### config.mk
export PLATFORM = sky130hd
export DESIGN_NAME = fu_issue
export DESIGN_NICKNAME = d
export VERILOG_FILES = /design/src/rtl/fu_issue.sv
export SDC_FILE = /design/constraint.sdc
export NUM_CORES = 1
export LEC_CHECK = 0
export CORE_MARGIN = 2
export CORE_UTILIZATION = 55
export CTS_CLUSTER_DIAMETER = 50
export CTS_CLUSTER_SIZE = 10
export DETAILED_ROUTE_END_ITERATION = 10
export PLACE_DENSITY_LB_ADDON = 0.05
export SYNTH_ARGS = -nofsm -noshare
export SYNTH_HDL_FRONTEND = slang
export SYNTH_SLANG_ARGS = --single-unit
### constraint.sdc
create_clock -name clk -period 1.77 [get_ports clk]
set_input_delay 0.177 -clock clk [delete_from_list [all_inputs] [get_ports clk]]
set_output_delay 0.177 -clock clk [all_outputs]
set_load 0.1 [all_outputs]
### src/rtl/fu_issue.sv
`default_nettype none
// ============================================================================
// Module   : fu_issue
// Purpose  : Command-side controller for the fu: 8-entry RF, operand issue with
//            writeback forwarding, result/flag capture and retire reporting.
// Revision : 1.0 - initial release
// ============================================================================
module fu_issue #(
  parameter int OPSIZE = 5,
  parameter int DSIZE  = 16,
  parameter int RADDR  = 3
) (
  input  logic              clk,
  input  logic              rst_n,
  input  logic              cmd_valid,
  output logic              cmd_ready,
  input  logic              cmd_ld,
  input  logic [OPSIZE-1:0] cmd_op,
  input  logic [RADDR-1:0]  cmd_rd,
  input  logic [RADDR-1:0]  cmd_ra,
  input  logic [RADDR-1:0]  cmd_rb,
  input  logic [DSIZE-1:0]  cmd_imm,
  output logic [OPSIZE-1:0] fu_op,
  output logic [DSIZE-1:0]  fu_data_a,
  output logic [DSIZE-1:0]  fu_data_b,
  input  logic [DSIZE-1:0]  fu_f,
  input  logic              fu_n,
  input  logic              fu_c,
  input  logic              fu_v,
  input  logic              fu_z,
  output logic              res_valid,
  output logic [RADDR-1:0]  res_rd,
  output logic [DSIZE-1:0]  res_data,
  output logic [3:0]        status,
  output logic [15:0]       ret_cnt,
  input  logic [RADDR-1:0]  dbg_addr,
  output logic [DSIZE-1:0]  dbg_data
);

  localparam int c_NREG = 1 << RADDR;

  logic              r_ready;
  logic              r_pend_v;
  logic              r_pend_ld;
  logic [RADDR-1:0]  r_pend_rd;
  logic [DSIZE-1:0]  r_pend_imm;
  logic [DSIZE-1:0]  r_rf [c_NREG];
  logic              r_res_valid;
  logic [RADDR-1:0]  r_res_rd;
  logic [DSIZE-1:0]  r_res_data;
  logic [3:0]        r_status;
  logic [15:0]       r_ret_cnt;

  logic              w_accept;
  logic [DSIZE-1:0]  w_wb_data;
  logic [DSIZE-1:0]  w_opa;
  logic [DSIZE-1:0]  w_opb;

  assign w_accept  = cmd_valid & r_ready;
  assign w_wb_data = r_pend_ld ? r_pend_imm : fu_f;

  // Operand select: r0 reads zero, then the in-flight writeback, then the RF.
  always_comb begin
    w_opa = r_rf[cmd_ra];
    w_opb = r_rf[cmd_rb];
    if (r_pend_v && (r_pend_rd == cmd_ra)) w_opa = w_wb_data;
    if (r_pend_v && (r_pend_rd == cmd_rb)) w_opb = w_wb_data;
    if (cmd_ra == '0) w_opa = '0;
    if (cmd_rb == '0) w_opb = '0;
  end

  assign fu_op     = cmd_op;
  assign fu_data_a = w_opa;
  assign fu_data_b = w_opb;

  always_ff @(posedge clk or negedge rst_n) begin
    if (!rst_n) begin
      r_ready    <= 1'b0;
      r_pend_v   <= 1'b0;
      r_pend_ld  <= 1'b0;
      r_pend_rd  <= '0;
      r_pend_imm <= '0;
    end else begin
      r_ready  <= 1'b1;
      r_pend_v <= w_accept;
      if (w_accept) begin
        r_pend_ld  <= cmd_ld;
        r_pend_rd  <= cmd_rd;
        r_pend_imm <= cmd_imm;
      end
    end
  end

  // r0 is never written so it stays at its reset value of zero.
  always_ff @(posedge clk or negedge rst_n) begin
    if (!rst_n) begin
      for (int i = 0; i < c_NREG; i++) r_rf[i] <= '0;
    end else if (r_pend_v && (r_pend_rd != '0)) begin
      r_rf[r_pend_rd] <= w_wb_data;
    end
  end

  always_ff @(posedge clk or negedge rst_n) begin
    if (!rst_n) begin
      r_res_valid <= 1'b0;
      r_res_rd    <= '0;
      r_res_data  <= '0;
      r_status    <= '0;
      r_ret_cnt   <= '0;
    end else begin
      r_res_valid <= r_pend_v;
      if (r_pend_v) begin
        r_res_rd   <= r_pend_rd;
        r_res_data <= w_wb_data;
        r_ret_cnt  <= r_ret_cnt + 16'd1;
        if (!r_pend_ld) r_status <= {fu_n, fu_c, fu_v, fu_z};
      end
    end
  end

  assign cmd_ready = r_ready;
  assign res_valid = r_res_valid;
  assign res_rd    = r_res_rd;
  assign res_data  = r_res_data;
  assign status    = r_status;
  assign ret_cnt   = r_ret_cnt;
  assign dbg_data  = (dbg_addr == '0) ? '0 : r_rf[dbg_addr];

endmodule
`default_nettype wire

==> flow_results.org <==
** Outcome
- Result of the run :: complete, but fails checks
- Violations in the final reports :: setup timing

** Critical path
- Capturing element type of the critical path :: primary output
- At the worst endpoint, the required time is 1.59 ns.
- Startpoint types :: flip-flop
- Dominant cell type by count on the critical path :: sky130_fd_sc_hd__buf_12
- Crit path largest cell delay :: 0.47 ns
- The worst setup path is of the flip-flop to primary output kind.
- The signal on the critical path passes through xnor2_2 > and4_4 > buf_12 > a211oi_1 > buf_4 > a211oi_4 > buf_12.
- The kind of cell with the highest combined delay along the critical path is buffers and inverters.
- The largest individual stage delay along the critical path comes from the cell sky130_fd_sc_hd__dfrtp_2.
- Arrival time of data at the critical path endpoint :: 2.17 ns
- Number of buffer and inverter stages on the critical path :: 3
- Maximum net fanout on the critical path :: 9

** Yosys
- Yosys top cell area share :: 0.459
- By instance count, the leading cell after synthesis is sky130_fd_sc_hd__dfrtp_1.
- By count the netlist is led by 190 x sky130_fd_sc_hd__dfrtp_1, 79 x sky130_fd_sc_hd__a21oi_1, 74 x sky130_fd_sc_hd__nand2_1, 68 x sky130_fd_sc_hd__nor2_1, 66 x sky130_fd_sc_hd__o21ai_0.
- Synthesis produced 921 cells.
- Sequential-to-total area share from yosys stat :: 0.459
- In the synthesized netlist the async set-or-reset flop fraction comes to 1.00.
- Area leader, netlist :: sky130_fd_sc_hd__dfrtp_1
- Syn avg cell area :: 11.3 um^2
- The Yosys step of the flow raised 0 warnings.
- Most frequently used flop master after synthesis :: sky130_fd_sc_hd__dfrtp_1
- The synthesized design contains 0 enable-type register cells.
- The synthesized netlist contains 42 unique library cells.
- The number of nets in the synthesized netlist is 979.
- Mapped cell area :: 0.0104 mm^2
- By area the synthesized netlist is led by sky130_fd_sc_hd__dfrtp_1 46%, sky130_fd_sc_hd__mux4_2 13%, sky130_fd_sc_hd__mux2i_1 5.6%.
- Counting flops and latches in the post-synthesis netlist gives 190.

** Clocking
- Total clock sinks :: 190
- CTS root buffer :: sky130_fd_sc_hd__clkbuf_16
- In this run the deepest clock path goes through 2 buffers.
- The H-tree was split into 4 levels.
- Worst skew pair latency :: 0.44 ns
- TritonCTS built the clock tree.
- Clock-pin slew was measured on the worst setup and hold paths at 0.08 ns.
- TritonCTS created 17 clock buffers.

** Timing
- Across all hold checks on the routed design, the worst slack comes to 0.226 ns.
- In the post-route analysis, the smallest setup slack over all paths is -0.578 ns.
- The final-report max-slew violation count was 0.
- The smallest clock period supported by the final layout is computed as 2.35 ns.
- Across the routed clock network, the largest skew measured is 0.0114 ns.
- Setup repair after global routing missed its margin :: yes
- Derived from the worst setup path, the maximum achievable clock frequency is 426 MHz.
- The count of endpoints failing hold in the final timing report was 0.
- Final Setup Violations :: 49
- Share of the clock period used by the worst path :: 1.33

** Pwr
- Max VDD drop :: 1.57 mV
- Proportion of power drawn by flip-flops and latches :: 0.302
- Tot Pwr :: 25.2 mW
- Internal power comes to 13.7 mW.
- Of the total power, the share spent switching nets is 0.457.
- The share of total power dissipated in combinational logic is 0.544.
- For this design the static power due to leakage is 6.52 nW.
- In this run the power density over the cells is 1650 mW/mm^2.
- The share of total power dissipated in the clock network is 0.155.
- The analysis attributes to net switching a power of 11.5 mW.

** Flow run
- The tool flagged a number of max-cap violations equal to 0.

** GRT
- For this run, the total global-route usage over all layers was measured as 0.332.
- Vias in the first global route :: 9062
- The first global-routing pass estimated 50500 um of wire.
- Summed over all layers, the global routing overflow is 0.
- Number of antenna violations at the first check in global routing :: 1
- Largest net degree at the start of global routing :: 64

** Place
- The placed instances occupy a cell area of 0.0141 mm^2.
- Routability-driven placement finished with a final weighted congestion of 0.971.
- Dpl hpwl :: 21700 um
- Port buffering added 140 buffers.

** Floorplan
- 151 I/O pins were placed.
- Die boundary width :: 141 um
- The floorplan step set the die height to 141 um.
- The core region is 0.0186 mm^2.
- The initial utilization of the core area, before any placement, comes to 0.558.
- The die covers 0.0200 mm^2.
- In this run the core area contains 50 standard-cell rows.

** Detailed routing
- The routed layout has 8833 vias.
- The first detailed-routing pass took 5 iterations.
- Routed WL per cell :: 23.3 um
- Number of violations reported at the end of detailed-routing iteration 0 :: 872
- DRC violation count after routing :: 0
- Via/cell ratio :: 6.32
- Wire length after detailed routing :: 32500 um
- Detail Route Antenna Nets :: 0

** Finish
- Compared with the post-synthesis result, the final layout area differs by 47.4%.
- Post-route cell area :: 0.0153 mm^2
- The final layout contains 1208 nets.
- In the final layout, the share of cells above drive strength 1 is 0.456.

** Worst hold path
- The worst hold path belongs to the class input port to asynchronous set/reset pin.
-- layout make-up --
type,count,area [um^2]
Antenna cell,1,2.50
Clock buffer,18,429
Clock inverter,14,168
Fill cell,1010,3310
Inverter,17,63.8
Multi-Input combinational cell,611,5940
Sequential cell,190,4790
Tap cell,234,293
Timing Repair Buffer,313,3590
-- power by group through the flow --
stage | combinational [mW] | sequential, mW | clock (mW)
final | 13.7 | 7.61 | 3.90
after global routing | 14.4 | 7.74 | 4.13
after CTS | 13.5 | 7.46 | 3.94
after detailed placement | 13.1 | 7.47 | 0
after global placement | 12.9 | 7.36 | 0
after floorplan | 7.92 | 8.19 | 0
-- cells by family after synthesis --
logic type,after synthesis,share of synthesized area
multiplexers,160,0.231
other,1,0.000362
buffers and inverters,120,0.0630
flip-flops,190,0.459
AO/OA/AOI/OAI,246,0.150
XOR/XNOR,21,0.0177
AND/OR/NAND/NOR,182,0.0781
adder cells (fa/ha/maj),1,0.00121
-- path summary, 6_finish.rpt --
check / start / endpoint / slack (ns) / depth (start not counted)
min in group clk: cmd_imm[7] / r_pend_imm[7] / 0.35 / 2
max in group asynchronous: rst_n / r_rf[107] / 0.83 / 3
max: r_pend_rd[2] / fu_data_b[12] / -0.58 / 7
max reg2reg: r_pend_v / r_rf[100] / -0.03 / 5
min: rst_n / r_rf[113] / 0.23 / 2
min reg2reg: r_rf[122] / r_rf[122] / 0.40 / 0
-- flip-flops by register name (all words and copies together), names as in the netlist, 3 cells and up --
register / count
r_pend_imm: 16
r_pend_rd: 3
r_rf: 128
res_data: 16
res_rd: 3
ret_cnt: 16
status: 4
-- routing by layer --
| metal | wire length, um | track usage |
|---|---|---|
| met2 | 15800 | 0.523 |
| met5 | 0 | 0 |
| met4 | 971 | 0.121 |
| met1 | 12700 | 0.442 |
| met3 | 3100 | 0.0975 |
-- worst reg2reg max path, stage by stage, from the launching register on --
cell,delay [ns]
sky130_fd_sc_hd__dfrtp_1,0.43
sky130_fd_sc_hd__buf_4,0.32
sky130_fd_sc_hd__nor4bb_4,0.42
sky130_fd_sc_hd__buf_12,0.27
sky130_fd_sc_hd__nor2_1,0.09
sky130_fd_sc_hd__a21oi_1,0.18
-- layout by cell type (no fill, tap or decap), types with 13 or more instances in the layout --
master,n
sky130_fd_sc_hd__a211oi_4,46
sky130_fd_sc_hd__a21oi_1,64
sky130_fd_sc_hd__a21oi_4,15
sky130_fd_sc_hd__a221oi_2,13
sky130_fd_sc_hd__buf_12,83
sky130_fd_sc_hd__buf_4,161
sky130_fd_sc_hd__buf_6,13
sky130_fd_sc_hd__clkbuf_16,17
sky130_fd_sc_hd__clkdlybuf4s50_1,42
sky130_fd_sc_hd__dfrtp_1,175
sky130_fd_sc_hd__mux2_2,35
sky130_fd_sc_hd__mux2i_1,52
sky130_fd_sc_hd__mux4_2,59
sky130_fd_sc_hd__nand2_1,73
sky130_fd_sc_hd__nor2_1,67
sky130_fd_sc_hd__o21ai_0,65
sky130_fd_sc_hd__o22ai_1,21
-- stage by stage --
stage               setup TNS [ns]  worst slack [ns]  instances  utilization
floorplan                   -12.86            -0.439        921            -
global placement            -17.19            -0.684       1334        0.758
detailed placement          -19.10            -0.719       1334        0.758
CTS                         -18.89            -0.578       1384        0.813
global route                -22.19            -0.638       1397        0.822
finish                      -18.83            -0.578       1398        0.822
-- timing repair --
item / in CTS / in global routing
pin swaps: 15 / 4
gates cloned: 1 / 0
resized for setup: 61 / 12
hold buffers: 1 / 0
hold endpoints to repair: 38 / 0
setup buffers: 19 / 13
setup endpoints to repair: 50 / 64
Note: power is estimated with default switching activity, not from simulation.
